`config.mk`:
```
export PLATFORM = sky130hd
export DESIGN_NAME = nibble_alu_seq_flat
export DESIGN_NICKNAME = d
export VERILOG_FILES = /design/src/rtl/nibble_alu_pkg.sv /design/src/rtl/nibble_alu_seq_if.sv /design/src/rtl/nibble_alu_seq_adder.sv /design/src/rtl/nibble_alu_seq.sv /design/src/flat_wrapper.sv
export SDC_FILE = /design/constraint.sdc
export NUM_CORES = 1
export LEC_CHECK = 0
export CORE_MARGIN = 2
export CORE_UTILIZATION = 28
export CTS_CLUSTER_DIAMETER = 200
export DETAILED_ROUTE_END_ITERATION = 16
export GPL_ROUTABILITY_DRIVEN = 0
export GPL_TIMING_DRIVEN = 0
export PLACE_DENSITY = 0.56
export SLEW_MARGIN = 20
export SYNTH_ARGS = -nofsm -noshare
export SYNTH_HDL_FRONTEND = slang
export SYNTH_HIERARCHICAL = 1
export SYNTH_SLANG_ARGS = --single-unit
```
`constraint.sdc`:
```
create_clock -name clk -period 4.93 [get_ports clk]
set_input_delay 1.2325 -clock clk [delete_from_list [all_inputs] [get_ports clk]]
set_output_delay 1.2325 -clock clk [all_outputs]
set_load 0.05 [all_outputs]
```
`src/rtl/nibble_alu_pkg.sv`:
```
// Shared types and constants for the nibble-serial ALU sequencer.
package nibble_alu_pkg;

    localparam int NIB_W = 4;

    typedef enum logic [1:0] {
        OP_ADD = 2'b00,
        OP_SUB = 2'b01,
        OP_ADC = 2'b10,
        OP_CMP = 2'b11
    } op_t;

    typedef enum logic [1:0] {
        S_IDLE,
        S_RUN,
        S_DONE
    } state_t;

    // Subtraction runs as x + ~y + 1, so SUB/CMP seed the chain with 1.
    function automatic logic carry_init(op_t op, logic c);
        case (op)
            OP_SUB, OP_CMP: carry_init = 1'b1;
            OP_ADC:         carry_init = c;
            default:        carry_init = 1'b0;
        endcase
    endfunction

    function automatic logic invert_b(op_t op);
        invert_b = (op == OP_SUB) || (op == OP_CMP);
    endfunction

endpackage

```
`src/rtl/nibble_alu_seq_if.sv`:
```
// Request/result handshake bundle between operand producer, ALU and result consumer.
interface nibble_alu_seq_if #(
    parameter int WIDTH = 16
);
    logic             in_valid;
    logic             in_ready;
    logic [1:0]       op;
    logic             in_c;
    logic [WIDTH-1:0] in_x;
    logic [WIDTH-1:0] in_y;
    logic             out_valid;
    logic             out_ready;
    logic [WIDTH-1:0] out_s;
    logic             out_c;
    logic             zero;
    logic             overflow;
    logic             negative;

    modport master (
        output in_valid, op, in_c, in_x, in_y, out_ready,
        input  in_ready, out_valid, out_s, out_c, zero, overflow, negative
    );

    modport slave (
        input  in_valid, op, in_c, in_x, in_y, out_ready,
        output in_ready, out_valid, out_s, out_c, zero, overflow, negative
    );
endinterface

```
`src/rtl/nibble_alu_seq_adder.sv`:
```
// Team 4-bit adder: pure combinational sum with carry, zero and signed-overflow flags.
module adder (
    input  logic       Cin,
    input  logic [3:0] A,
    input  logic [3:0] B,
    output logic [3:0] Result,
    output logic       Carry,
    output logic       Zero,
    output logic       Overflow
);
    assign {Carry, Result} = {1'b0, A} + {1'b0, B} + {4'b0000, Cin};
    assign Zero            = (Result == 4'h0);
    assign Overflow        = (A[3] == B[3]) && (Result[3] != A[3]);
endmodule

```
`src/rtl/nibble_alu_seq.sv`:
```
// WIDTH-bit add/sub/adc/cmp sequencer that reuses one 4-bit adder, LSB nibble first.
module nibble_alu_seq
    import nibble_alu_pkg::*;
#(
    parameter int WIDTH = 16
) (
    input  logic             clk,
    input  logic             rst_n,
    nibble_alu_seq_if.slave  bus
);

    localparam int NIB   = WIDTH / NIB_W;
    localparam int IDX_W = $clog2(NIB);

    if ((WIDTH % NIB_W) != 0 || WIDTH < 8) begin : g_bad_width
        $error("nibble_alu_seq: WIDTH must be a multiple of 4 and at least 8");
    end

    state_t           state_q, state_d;
    op_t              op_q;
    logic [WIDTH-1:0] x_q, y_q;
    logic [IDX_W-1:0] idx_q;
    logic             carry_q;
    logic             zacc_q;
    logic [WIDTH-1:0] s_q;
    logic             c_q, zero_q, ovf_q, neg_q;

    logic [NIB_W-1:0] a_nib, b_nib, sum_r;
    logic             sum_c, sum_z, sum_v;
    logic             last_step;

    assign last_step = (idx_q == IDX_W'(NIB - 1));
    assign a_nib     = x_q[idx_q*NIB_W +: NIB_W];
    assign b_nib     = invert_b(op_q) ? ~y_q[idx_q*NIB_W +: NIB_W]
                                      :  y_q[idx_q*NIB_W +: NIB_W];

    adder u_adder (
        .Cin      (carry_q),
        .A        (a_nib),
        .B        (b_nib),
        .Result   (sum_r),
        .Carry    (sum_c),
        .Zero     (sum_z),
        .Overflow (sum_v)
    );

    // NOTE: sequential state uses non-blocking assignments so every register
    // samples pre-edge values, independent of statement order.
    always_ff @(posedge clk) begin
        if (!rst_n) state_q <= S_IDLE;
        else        state_q <= state_d;
    end

    // NOTE: state_d gets its default before the case so no path leaves it
    // unassigned, which would otherwise infer a latch.
    always_comb begin
        state_d = state_q;
        case (state_q)
            S_IDLE:  if (bus.in_valid)  state_d = S_RUN;
            S_RUN:   if (last_step)     state_d = S_DONE;
            S_DONE:  if (bus.out_ready) state_d = S_IDLE;
            default:                    state_d = S_IDLE;
        endcase
    end

    always_ff @(posedge clk) begin
        if (!rst_n) begin
            op_q    <= OP_ADD;
            x_q     <= '0;
            y_q     <= '0;
            idx_q   <= '0;
            carry_q <= 1'b0;
            zacc_q  <= 1'b0;
            s_q     <= '0;
            c_q     <= 1'b0;
            zero_q  <= 1'b0;
            ovf_q   <= 1'b0;
            neg_q   <= 1'b0;
        end else begin
            case (state_q)
                S_IDLE: begin
                    if (bus.in_valid) begin
                        op_q    <= op_t'(bus.op);
                        x_q     <= bus.in_x;
                        y_q     <= bus.in_y;
                        idx_q   <= '0;
                        carry_q <= carry_init(op_t'(bus.op), bus.in_c);
                        zacc_q  <= 1'b1;
                    end
                end
                S_RUN: begin
                    carry_q <= sum_c;
                    zacc_q  <= zacc_q & sum_z;
                    idx_q   <= idx_q + 1'b1;
                    // CMP only reports flags; the previous result stays visible.
                    if (op_q != OP_CMP) s_q[idx_q*NIB_W +: NIB_W] <= sum_r;
                    if (last_step) begin
                        c_q    <= sum_c;
                        zero_q <= zacc_q & sum_z;
                        ovf_q  <= sum_v;
                        neg_q  <= sum_r[NIB_W-1];
                    end
                end
                default: ;
            endcase
        end
    end

    assign bus.in_ready  = (state_q == S_IDLE);
    assign bus.out_valid = (state_q == S_DONE);
    assign bus.out_s     = s_q;
    assign bus.out_c     = c_q;
    assign bus.zero      = zero_q;
    assign bus.overflow  = ovf_q;
    assign bus.negative  = neg_q;

endmodule
```
`src/flat_wrapper.sv`:
```
// flat-port wrapper written by rule: the top's interface ports become plain ports
module nibble_alu_seq_flat import nibble_alu_pkg::*;
#(
    parameter int WIDTH = 16
)
  (clk, rst_n, bus_in_valid, bus_op, bus_in_c, bus_in_x, bus_in_y, bus_out_ready, bus_in_ready, bus_out_valid, bus_out_s, bus_out_c, bus_zero, bus_overflow, bus_negative);
  nibble_alu_seq_if #(.WIDTH(WIDTH)) bus_i ();
  input  logic clk;
  input  logic rst_n;
  input wire logic [$bits(bus_i.in_valid)-1:0] bus_in_valid;
  input wire logic [$bits(bus_i.op)-1:0] bus_op;
  input wire logic [$bits(bus_i.in_c)-1:0] bus_in_c;
  input wire logic [$bits(bus_i.in_x)-1:0] bus_in_x;
  input wire logic [$bits(bus_i.in_y)-1:0] bus_in_y;
  input wire logic [$bits(bus_i.out_ready)-1:0] bus_out_ready;
  output wire logic [$bits(bus_i.in_ready)-1:0] bus_in_ready;
  output wire logic [$bits(bus_i.out_valid)-1:0] bus_out_valid;
  output wire logic [$bits(bus_i.out_s)-1:0] bus_out_s;
  output wire logic [$bits(bus_i.out_c)-1:0] bus_out_c;
  output wire logic [$bits(bus_i.zero)-1:0] bus_zero;
  output wire logic [$bits(bus_i.overflow)-1:0] bus_overflow;
  output wire logic [$bits(bus_i.negative)-1:0] bus_negative;
  assign bus_i.in_valid = bus_in_valid;
  assign bus_i.op = bus_op;
  assign bus_i.in_c = bus_in_c;
  assign bus_i.in_x = bus_in_x;
  assign bus_i.in_y = bus_in_y;
  assign bus_i.out_ready = bus_out_ready;
  assign bus_in_ready = bus_i.in_ready;
  assign bus_out_valid = bus_i.out_valid;
  assign bus_out_s = bus_i.out_s;
  assign bus_out_c = bus_i.out_c;
  assign bus_zero = bus_i.zero;
  assign bus_overflow = bus_i.overflow;
  assign bus_negative = bus_i.negative;
  nibble_alu_seq #(.WIDTH(WIDTH)) u_core (.clk(clk), .rst_n(rst_n), .bus(bus_i));
endmodule
```
==> run metrics, run 1 <==
Seq cells post-synth=60; worst endpoint data arrival time=between 3 and 4 ns; hold buffers post-CTS=0; clock slew at the register clock pins of the worst setup and hold paths=0.06 ns; antenna diode count=0; PD cells=295 nW/um2; first-pass GRT wire length=roughly 12000 um; final hold violations=0; max_slew headroom=0.586; Mapped Nets=approximately 380; Peak VDD IR=roughly 130 uV; Power Internal=between 0.8 and 0.9 mW; Ports=61; FMAX=between 300 and 400 MHz; clock root cell=clkbuf_8; row count=37; P_sw=around 0.31 mW; CP Capture Type=flop; combinational share of power=0.176; commonest non-fill, non-tap cell in the layout=nand2_1; final setup vio count=0; post-route cell area=a little under 4000 um2; post-synthesis sequential area ratio=0.400; CTS Buf Count=9; dpl cell area=approximately 3800 um2; final worst-path cycle share=0.674; total of max-cap violations=0; slowest CP cell=mux4_2; delay-heaviest family, CP=adder cells; Starting Density=0.289; Initial DRT Pass Iterations=4; CP Cell Sequence=buf_4 -> mux4_2 -> xor2_1 -> inv_1 -> fa_1 -> inv_1 -> fa_1 -> or3_1 -> o31ai_1 -> nand4_1 -> a21boi_0; Least-Margin Pin Slew=0.619 ns; WP data required=roughly 5.2 ns; DR iter-0 viols=between 60 and 70; Leak Pwr=~1.6 nW; Syn Area/Cell=9.20 um2; final wirelength=approximately 7500 um; share of cells above drive strength 1=0.112; antenna violations before repair=0; minimum clock period=3.32 ns; mapped cell area=about 3000 um2; Synth Warn #=6; Overflow after GRT=0; Slew Limit Fails=0; Switching Fraction=0.266; nets@finish=around 450; antenna-violating nets left=0; GRT Overall Usage=0.137; largest net degree at the start of global routing=11; Via density=between 4 and 5; post-CTS sizing=0; routed len/inst=between 10 and 15 um; Clk pwr share=0.383; Synth cell types=41; Remaining DRCs=0; vias in the first global route=2514; H-tree depth=3; setup TNS=0 ns; die height=between 100 and 150 um; most frequent cells in the layout=nand2_1, clkdlybuf4s50_1, dfxtp_1; HP Class=flop to flop; die area=approximately 12000 um2; vias=roughly 2.5k; RSZ-0062 raised after global routing=false; Critical Path Fanout Max=7; CTS Buffer Depth=2; WP buf/inv=3; Setup Buffers After CTS=0; Clock Latency Late Sink=between 0.3 and 0.4 ns; run status=completed; CTS tree=yes; Startpoint Class=flop; Die Width=around 110 um; WS Path Type=flop to flop; Pwr Total=1.17 mW; Final HPWL DP=5570 um; post-synthesis cell count=~330; Max Clock Skew=0.0131 ns; Sinks on Clock Net=60; sequential power share=0.441; IO Port Bufs=60; crit-path max cell delay=~0.52 ns; Core ar.=between 10000 and 15000 um2; synthesis-to-layout area growth=32.4%
-- cell usage after synthesis, drive strengths merged --
| master | number | share of area |
|---|---|---|
| a211o | 1 | 0.0029 |
| a21boi | 41 | 0.10 |
| a21o | 4 | 0.010 |
| a21oi | 2 | 0.0046 |
| a222oi | 1 | 0.0033 |
| a22oi | 1 | 0.0025 |
| a31oi | 8 | 0.017 |
| a41o | 8 | 0.027 |
| and2 | 1 | 0.0021 |
| and3 | 1 | 0.0021 |
| buf | 20 | 0.051 |
| clkbuf | 6 | 0.0075 |
| dfxtp | 60 | 0.40 |
| fa | 2 | 0.013 |
| ha | 8 | 0.033 |
| inv | 8 | 0.010 |
| mux2i | 9 | 0.030 |
| mux4 | 8 | 0.060 |
| nand2 | 92 | 0.12 |
| nand2b | 1 | 0.0021 |
| nand3 | 10 | 0.017 |
| nand3b | 3 | 0.0075 |
| nand4 | 5 | 0.010 |
| nand4b | 1 | 0.0029 |
| nor2 | 2 | 0.0025 |
| nor2b | 8 | 0.019 |
| nor3b | 3 | 0.013 |
| o21ai | 1 | 0.0017 |
| o21bai | 2 | 0.0050 |
| o31ai | 1 | 0.0025 |
| or3 | 1 | 0.0021 |
| or3b | 1 | 0.0029 |
| xor2 | 6 | 0.018 |
-- power groups by stage --
stage / sequential [mW] / clock (mW) / combinational (mW)
2_1_floorplan: 0.530 / 0 / 0.127
3_3_place_gp: 0.526 / 0 / 0.203
3_5_place_dp: 0.527 / 0 / 0.207
4_1_cts: 0.516 / 0.463 / 0.207
5_1_grt: 0.518 / 0.486 / 0.225
6_report: 0.516 / 0.448 / 0.206
-- routing by layer --
metal	vias up	GRT usage	wire, um
li1	1260	-	-
met1	1180	0.165	3420
met2	56	0.231	3650
met3	12	0.0363	313
met4	0	0.0577	103
met5	-	0	0
-- metrics by stage --
stage          setup WS, ns  instances  hold WS [ns]   util
2_1_floorplan          1.96        326         0.432      -
3_3_place_gp           1.65        522         0.439  0.364
3_5_place_dp           1.62        522         0.445  0.364
4_1_cts                1.60        537         0.454  0.383
5_1_grt                1.29        537         0.476  0.383
6_report               1.61        537         0.452  0.383
-- kinds of logic (layout without fill, tap and decap cells) --
group	after synthesis	in the layout	share of synthesized area
buffers and inverters	34	109	0.0684
AND/OR/NAND/NOR	129	129	0.199
AO/OA/AOI/OAI	70	70	0.178
multiplexers	17	17	0.0901
adder cells (fa/ha/maj)	10	10	0.0467
flip-flops	60	60	0.400
XOR/XNOR	6	6	0.0175
-- worst min-delay path, cell delays in order, from the launching register on --
cell and delay, ns:
dfxtp_1 0.31, nand2_1 0.05, a21boi_1 0.05
-- final cells by class --
class / instances / area [um2]
Buffer: 26 / 175
Inverter: 8 / 30.0
Fill cell: 1106 / 6400
Sequential cell: 60 / 1200
Clock inverter: 4 / 48.8
Tap cell: 136 / 170
Timing Repair Buffer: 60 / 601
Multi-Input combinational cell: 232 / 1590
Clock buffer: 11 / 151
-- worst paths after layout --
path / startpoint / to / slack (ns) / cells after the start
worst max-delay path: u_core/idx_q[0]$_SDFFE_PN0P_ / u_core/bus.zero$_SDFFE_PN0P_ / 1.61 / 11
worst min-delay path: u_core/x_q[6]$_SDFFE_PN0P_ / u_core/x_q[6]$_SDFFE_PN0P_ / 0.45 / 2
worst max register to register: u_core/idx_q[0]$_SDFFE_PN0P_ / u_core/bus.zero$_SDFFE_PN0P_ / 1.61 / 11
worst min register to register: u_core/x_q[6]$_SDFFE_PN0P_ / u_core/x_q[6]$_SDFFE_PN0P_ / 0.45 / 2
-- sequential cells by signal, indices dropped and copies added (netlist names), 2 cells and up --
name and flops:
u_core/bus.out_s 16, u_core/idx_q 2, u_core/op_q 2, u_core/state_q 2
u_core/x_q 16, u_core/y_q 16
Note: power is estimated with default switching activity, not from simulation.
==> run 2: changes to the inputs <==
- PLACE_DENSITY: 0.56 -> 0.58
- clock period: 4.93 -> 3 ns (I/O delays scaled with it)
==> run metrics, run 2 (synthesized netlist as in run 1, its figures left out) <==
Switching Fraction=0.273 (was 0.266); Via density=4.66 (was 4.67); Least-Margin Pin Slew=0.540 ns (was 0.619 ns); setup TNS=0 ns (unchanged); CTS Buf Count=9 (unchanged); worst r2r dst=u_core/bus.zero$_SDFFE_PN0P_ (unchanged); Die Width=108 um (unchanged); run status=completed (unchanged); antenna diode count=0 (unchanged); RSZ-0062 raised after global routing=true (was false); WP data required=3.27 ns (was 5.19 ns); PD cells=462 nW/um2 (was 295 nW/um2); Power Internal=1.35 mW (was 0.859 mW); Ports=61 (unchanged); routed len/inst=14.1 um (was 13.9 um); worst reg2reg path depth=12 (was 11); final hold violations=0 (unchanged); reg2reg start=u_core/idx_q[0]$_SDFFE_PN0P_ (unchanged); Core ar.=10400 um2 (unchanged); final setup vio count=0 (unchanged); share of cells above drive strength 1=0.135 (was 0.112); crit-path max cell delay=0.51 ns (was 0.52 ns); clock slew at the register clock pins of the worst setup and hold paths=0.06 ns (about the same); Clock Latency Late Sink=0.34 ns (about the same); CTS Buffer Depth=2 (unchanged); antenna-violating nets left=0 (unchanged); vias=2528 (was 2508); hold buffers post-CTS=0 (unchanged); Peak VDD IR=154 uV (was 127 uV); FMAX=334 MHz (was 301 MHz); Startpoint Class=flop (unchanged); DR iter-0 viols=107 (was 63); sequential power share=0.458 (was 0.441); most frequent cells in the layout=nand2_1, clkdlybuf4s50_1, dfxtp_1 (unchanged); worst endpoint data arrival time=3.26 ns (was 3.59 ns); Clk pwr share=0.344 (was 0.383); Critical path destination=u_core/bus.zero$_SDFFE_PN0P_ (unchanged); wire length on met2=3740 um (was 3650 um); Max Clock Skew=0.00876 ns (was 0.0131 ns); CP Cell Sequence=mux4_2 -> xor2_1 -> inv_1 -> fa_2 -> inv_2 -> fa_2 -> buf_6 -> nand3b_1 -> a211o_1 -> o31ai_2 -> nand4_1 -> a21boi_1 (was buf_4 -> mux4_2 -> xor2_1 -> inv_1 -> fa_1 -> inv_1 -> fa_1 -> or3_1 -> o31ai_1 -> nand4_1 -> a21boi_0); largest net degree at the start of global routing=11 (unchanged); commonest non-fill, non-tap cell in the layout=nand2_1 (unchanged); M1 wire length=3520 um (was 3420 um); clock root cell=clkbuf_8 (unchanged); HP Class=flop to flop (unchanged); final wirelength=7640 um (was 7490 um); Layout Cells excl Fill=543 (was 537); CP dominant cell by count=fa_2; Leak Pwr=1.64 nW (was 1.62 nW); vias in the first global route=2664 (was 2514); Initial DRT Pass Iterations=4 (unchanged); Critical Path Fanout Max=4 (was 7); WS Path Type=flop to flop (unchanged); combinational share of power=0.198 (was 0.176); R2R Setup Slk=0.005 ns (was 1.61 ns); Overflow after GRT=0 (unchanged); CP Capture Type=flop (unchanged); Sinks on Clock Net=60 (unchanged); nets@finish=452 (was 446); first-pass GRT wire length=12800 um (was 12200 um); P_sw=0.506 mW (was 0.311 mW); max_slew headroom=0.639 (was 0.586); slowest CP cell=mux4_2 (unchanged); Worst Setup SP=u_core/idx_q[0]$_SDFFE_PN0P_ (unchanged); routed length on met3=277 um (was 313 um); antenna violations before repair=0 (unchanged); Starting Density=0.289 (unchanged); final worst-path cycle share=0.998 (was 0.674); CTS tree=yes (unchanged); IO Port Bufs=60 (unchanged); Slew Limit Fails=0 (unchanged); Top Metal Used=met4 (unchanged); Final HPWL DP=5590 um (was 5570 um); fillcell total=1065 (was 1106); hold_sp=u_core/x_q[12]$_SDFFE_PN0P_ (was u_core/x_q[6]$_SDFFE_PN0P_); H-tree depth=3 (unchanged); GRT Overall Usage=0.142 (was 0.137); synthesis-to-layout area growth=33.9% (was 32.4%); minimum clock period=3.00 ns (was 3.32 ns); total placed cells including tap cells=522 (unchanged); row count=37 (unchanged); die height=108 um (unchanged); Remaining DRCs=0 (unchanged); total of max-cap violations=0 (unchanged); die area=11600 um2 (unchanged)
==> run 2: cell count changes in the layout (fill, tap and decap cells not counted), moves of 2 or more <==
cell	delta
a21boi_0	-2
fa_1	-2
buf_4	+5
fa_2	+2
buf_6	+2
clkbuf_1	+2
a21boi_1	+2
==> run 2: worst min-delay path by stage <==
stage                                       end  slack (ns)  depth (start not counted)
CTS                 u_core/y_q[15]$_SDFFE_PN0P_        0.46                          2
floorplan           u_core/x_q[10]$_SDFFE_PN0P_        0.43                          2
global route         u_core/y_q[9]$_SDFFE_PN0P_        0.47                          2
detailed placement   u_core/x_q[6]$_SDFFE_PN0P_        0.45                          2
finish              u_core/x_q[12]$_SDFFE_PN0P_        0.45                          2
global placement     u_core/x_q[3]$_SDFFE_PN0P_        0.44                          2
==> run 2: repair_timing <==
action	4_1_cts	5_1_grt
resized for setup	12	2
endpoints found under the setup margin	3	6
pin swaps	7	7
buffers inserted	6	1
==> run 2: power groups by stage <==
stage	Clock [mW]	Sequential, mW	Combinational [mW]
3_5_place_dp	0	0.866	0.339
6_report	0.639	0.849	0.367
4_1_cts	0.659	0.848	0.370
2_1_floorplan	0	0.871	0.208
3_3_place_gp	0	0.865	0.334
5_1_grt	0.706	0.853	0.402
==> run 2: critical path: cells and delay by family, from the launching register on <==
kind / cells / cell delay [ns]
adders and majority gates: 2 / 0.80
AOI/OAI and AO/OA: 3 / 0.52
muxes: 1 / 0.51
DFF: 1 / 0.38
and+or+nand+nor: 2 / 0.29
buffers and inverters: 3 / 0.28
xor gates and xnor gates: 1 / 0.14
==> run 2: routing by layer <==
layer / up-vias / GRT usage
met1: 1194 / 0.175
met3: 8 / 0.0406
met2: 42 / 0.240
met5: - / 0
met4: 0 / 0.0449
li1: 1284 / -
==> run 2: layout make-up <==
cell class	instances	area [um2]	share of cell area
Timing Repair Buffer	67	657	0.164
Clock inverter	2	10.0	0.00249
Inverter	8	30.0	0.00748
Clock buffer	13	159	0.0396
Sequential cell	60	1200	0.300
Multi-Input combinational cell	232	1610	0.401
Tap cell	136	170	0.0424
Buffer	25	174	0.0433
==> run 2: stage by stage <==
step                      hold slack [ns]  setup WS, ns  area (um2)  total power [mW]  utilization
after floorplan                     0.432        0.0296        3000              1.08            -
after global placement              0.439        -0.296        3770              1.20        0.364
after detailed placement            0.445        -0.347        3770              1.21        0.364
after CTS                           0.456       -0.0461        4020              1.88        0.387
after global routing                0.472        -0.142        4020              1.96        0.387
final                               0.453       0.00487        4020              1.86        0.387
==> run 3: changes to the inputs <==
- CAP_MARGIN: not set -> 20
- CORE_MARGIN: 2 -> not set
- DONT_BUFFER_PORTS: not set -> 1
- PLACE_DENSITY: 0.58 -> 0.5
==> run metrics, run 3 (synthesized netlist as in run 1, its figures left out) <==
run status=completed (unchanged); die height=106 um (was 108 um); IO Port Bufs=0 (was 60); RSZ-0062 raised after global routing=true (unchanged); Startpoint Class=flop (unchanged); antenna-violating nets left=0 (unchanged); PD cells=572 nW/um2 (was 462 nW/um2); share of cells above drive strength 1=0.175 (was 0.135); minimum clock period=2.88 ns (was 3.00 ns); CP dominant cell by count=fa_2 (unchanged); dpl ws=-0.331 ns (was -0.347 ns); Final HPWL DP=5470 um (was 5590 um); CTS Buf Count=9 (unchanged); fillcell total=1125 (was 1065); Starting Density=0.289 (unchanged); Util after Layout=0.339 (was 0.387); total placed cells including tap cells=462 (was 522); Slew Limit Fails=0 (unchanged); vias in the first global route=2373 (was 2664); Overflow after GRT=0 (unchanged); nets@finish=393 (was 452); Via density=4.74 (was 4.66); routed len/inst=15.3 um (was 14.1 um); FMAX=347 MHz (was 334 MHz); HP Class=flop to flop (unchanged); CP Cell Sequence=buf_6 -> mux4_2 -> xor2_1 -> inv_1 -> fa_2 -> inv_2 -> fa_2 -> or3_4 -> o31ai_4 -> nand4_1 -> a21boi_1 (was mux4_2 -> xor2_1 -> inv_1 -> fa_2 -> inv_2 -> fa_2 -> buf_6 -> nand3b_1 -> a211o_1 -> o31ai_2 -> nand4_1 -> a21boi_1); largest net degree at the start of global routing=12 (was 11); Pwr Total=2.01 mW (was 1.86 mW); DR iter-0 viols=74 (was 107); row count=37 (unchanged); worst endpoint data arrival time=3.16 ns (was 3.26 ns); clock root cell=clkbuf_8 (unchanged); Sinks on Clock Net=60 (unchanged); WP buf/inv=3 (unchanged); final worst-path cycle share=0.962 (was 0.998); synthesis-to-layout area growth=17.2% (was 33.9%); die area=11100 um2 (was 11600 um2); Switching Fraction=0.263 (was 0.273); CP Capture Type=flop (unchanged); post-route cell area=3520 um2 (was 4020 um2); hold buffers post-CTS=0 (unchanged); crit-path max cell delay=0.51 ns (about the same); final setup vio count=0 (unchanged); max_slew headroom=0.343 (was 0.639); setup TNS=0 ns (unchanged); final wirelength=7440 um (was 7640 um); CTS tree=yes (unchanged); P_sw=0.529 mW (was 0.506 mW); total of max-cap violations=0 (unchanged); Initial DRT Pass Iterations=6 (was 4); H-tree depth=3 (unchanged); Core ar.=10400 um2 (unchanged); CTS Buffer Depth=2 (unchanged); Layout Cells excl Fill=485 (was 543); antenna violations before repair=0 (unchanged); Die Width=106 um (was 108 um); GRT Overall Usage=0.143 (was 0.142); Leak Pwr=1.44 nW (was 1.64 nW); clock slew at the register clock pins of the worst setup and hold paths=0.07 ns (was 0.06 ns); Critical Path Fanout Max=4 (unchanged); Ports=61 (unchanged); WHS=0.452 ns (was 0.453 ns); slowest CP cell=mux4_2 (unchanged); delay-heaviest family, CP=adder cells (unchanged); Least-Margin Pin Slew=0.984 ns (was 0.540 ns); dpl cell area=3170 um2 (was 3770 um2); Clock Latency Late Sink=0.34 ns (about the same); vias=2298 (was 2528); Remaining DRCs=0 (unchanged); antenna diode count=0 (unchanged); commonest non-fill, non-tap cell in the layout=nand2_1 (unchanged); post-layout worst setup margin=0.115 ns (was 0.00487 ns); Clk pwr share=0.420 (was 0.344); final hold violations=0 (unchanged); most frequent cells in the layout=nand2_1, dfxtp_1, a21boi_1 (was nand2_1, clkdlybuf4s50_1, dfxtp_1); first-pass GRT wire length=12100 um (was 12800 um); sequential power share=0.427 (was 0.458); R2R Setup Slk=0.12 ns (was 0.005 ns); Power Internal=1.48 mW (was 1.35 mW); Peak VDD IR=187 uV (was 154 uV); WP data required=3.27 ns (about the same); WS Path Type=flop to flop (unchanged); combinational share of power=0.154 (was 0.198); Max Clock Skew=0.00990 ns (was 0.00876 ns)
## run 3: power by group through the flow
stage / Sequential, mW / Combinational [mW] / Clock [mW]
floorplan: 0.871 / 0.208 / 0
global placement: 0.876 / 0.267 / 0
detailed placement: 0.877 / 0.269 / 0
CTS: 0.858 / 0.289 / 0.871
global route: 0.862 / 0.344 / 0.897
finish: 0.858 / 0.310 / 0.844
## run 3: worst reg2reg max path, cell delays in order (launching register included)
cell and delay, ns:
dfxtp_2 0.33, buf_6 0.12, mux4_2 0.51, xor2_1 0.14
inv_1 0.08, fa_2 0.35, inv_2 0.06, fa_2 0.44
or3_4 0.35, o31ai_4 0.20, nand4_1 0.11, a21boi_1 0.13
## run 3: path summary, 6_finish.rpt
path,start,endpoint,cells after the start
setup reg to reg,u_core/idx_q[0]$_SDFFE_PN0P_,u_core/bus.zero$_SDFFE_PN0P_,11
hold reg to reg,u_core/y_q[9]$_SDFFE_PN0P_,u_core/y_q[9]$_SDFFE_PN0P_,2
hold / removal,u_core/y_q[9]$_SDFFE_PN0P_,u_core/y_q[9]$_SDFFE_PN0P_,2
setup / recovery,u_core/idx_q[0]$_SDFFE_PN0P_,u_core/bus.zero$_SDFFE_PN0P_,11
## run 3: layer usage
| layer | GRT usage | vias to the layer above | share of wire |
|---|---|---|---|
| met4 | 0.0486 | 0 | 0.015 |
| met2 | 0.237 | 55 | 0.47 |
| li1 | - | 1154 | - |
| met1 | 0.167 | 1078 | 0.45 |
| met3 | 0.0600 | 11 | 0.066 |
| met5 | 0 | - | 0 |
## run 3: cell type report
cell class | instances | area, um2 | area share
Inverter | 8 | 30.0 | 0.00854
Timing Repair Buffer | 7 | 52.6 | 0.0149
Multi-Input combinational cell | 232 | 1640 | 0.468
Tap cell | 136 | 170 | 0.0484
Sequential cell | 60 | 1200 | 0.342
Clock inverter | 5 | 83.8 | 0.0238
Clock buffer | 11 | 151 | 0.0431
Buffer | 26 | 181 | 0.0516
## run 3: timing repair
action,CTS,global route
buffers inserted,4,3
resized for setup,10,5
gates cloned,0,0
endpoints found under the setup margin,2,3
pin swaps,5,5
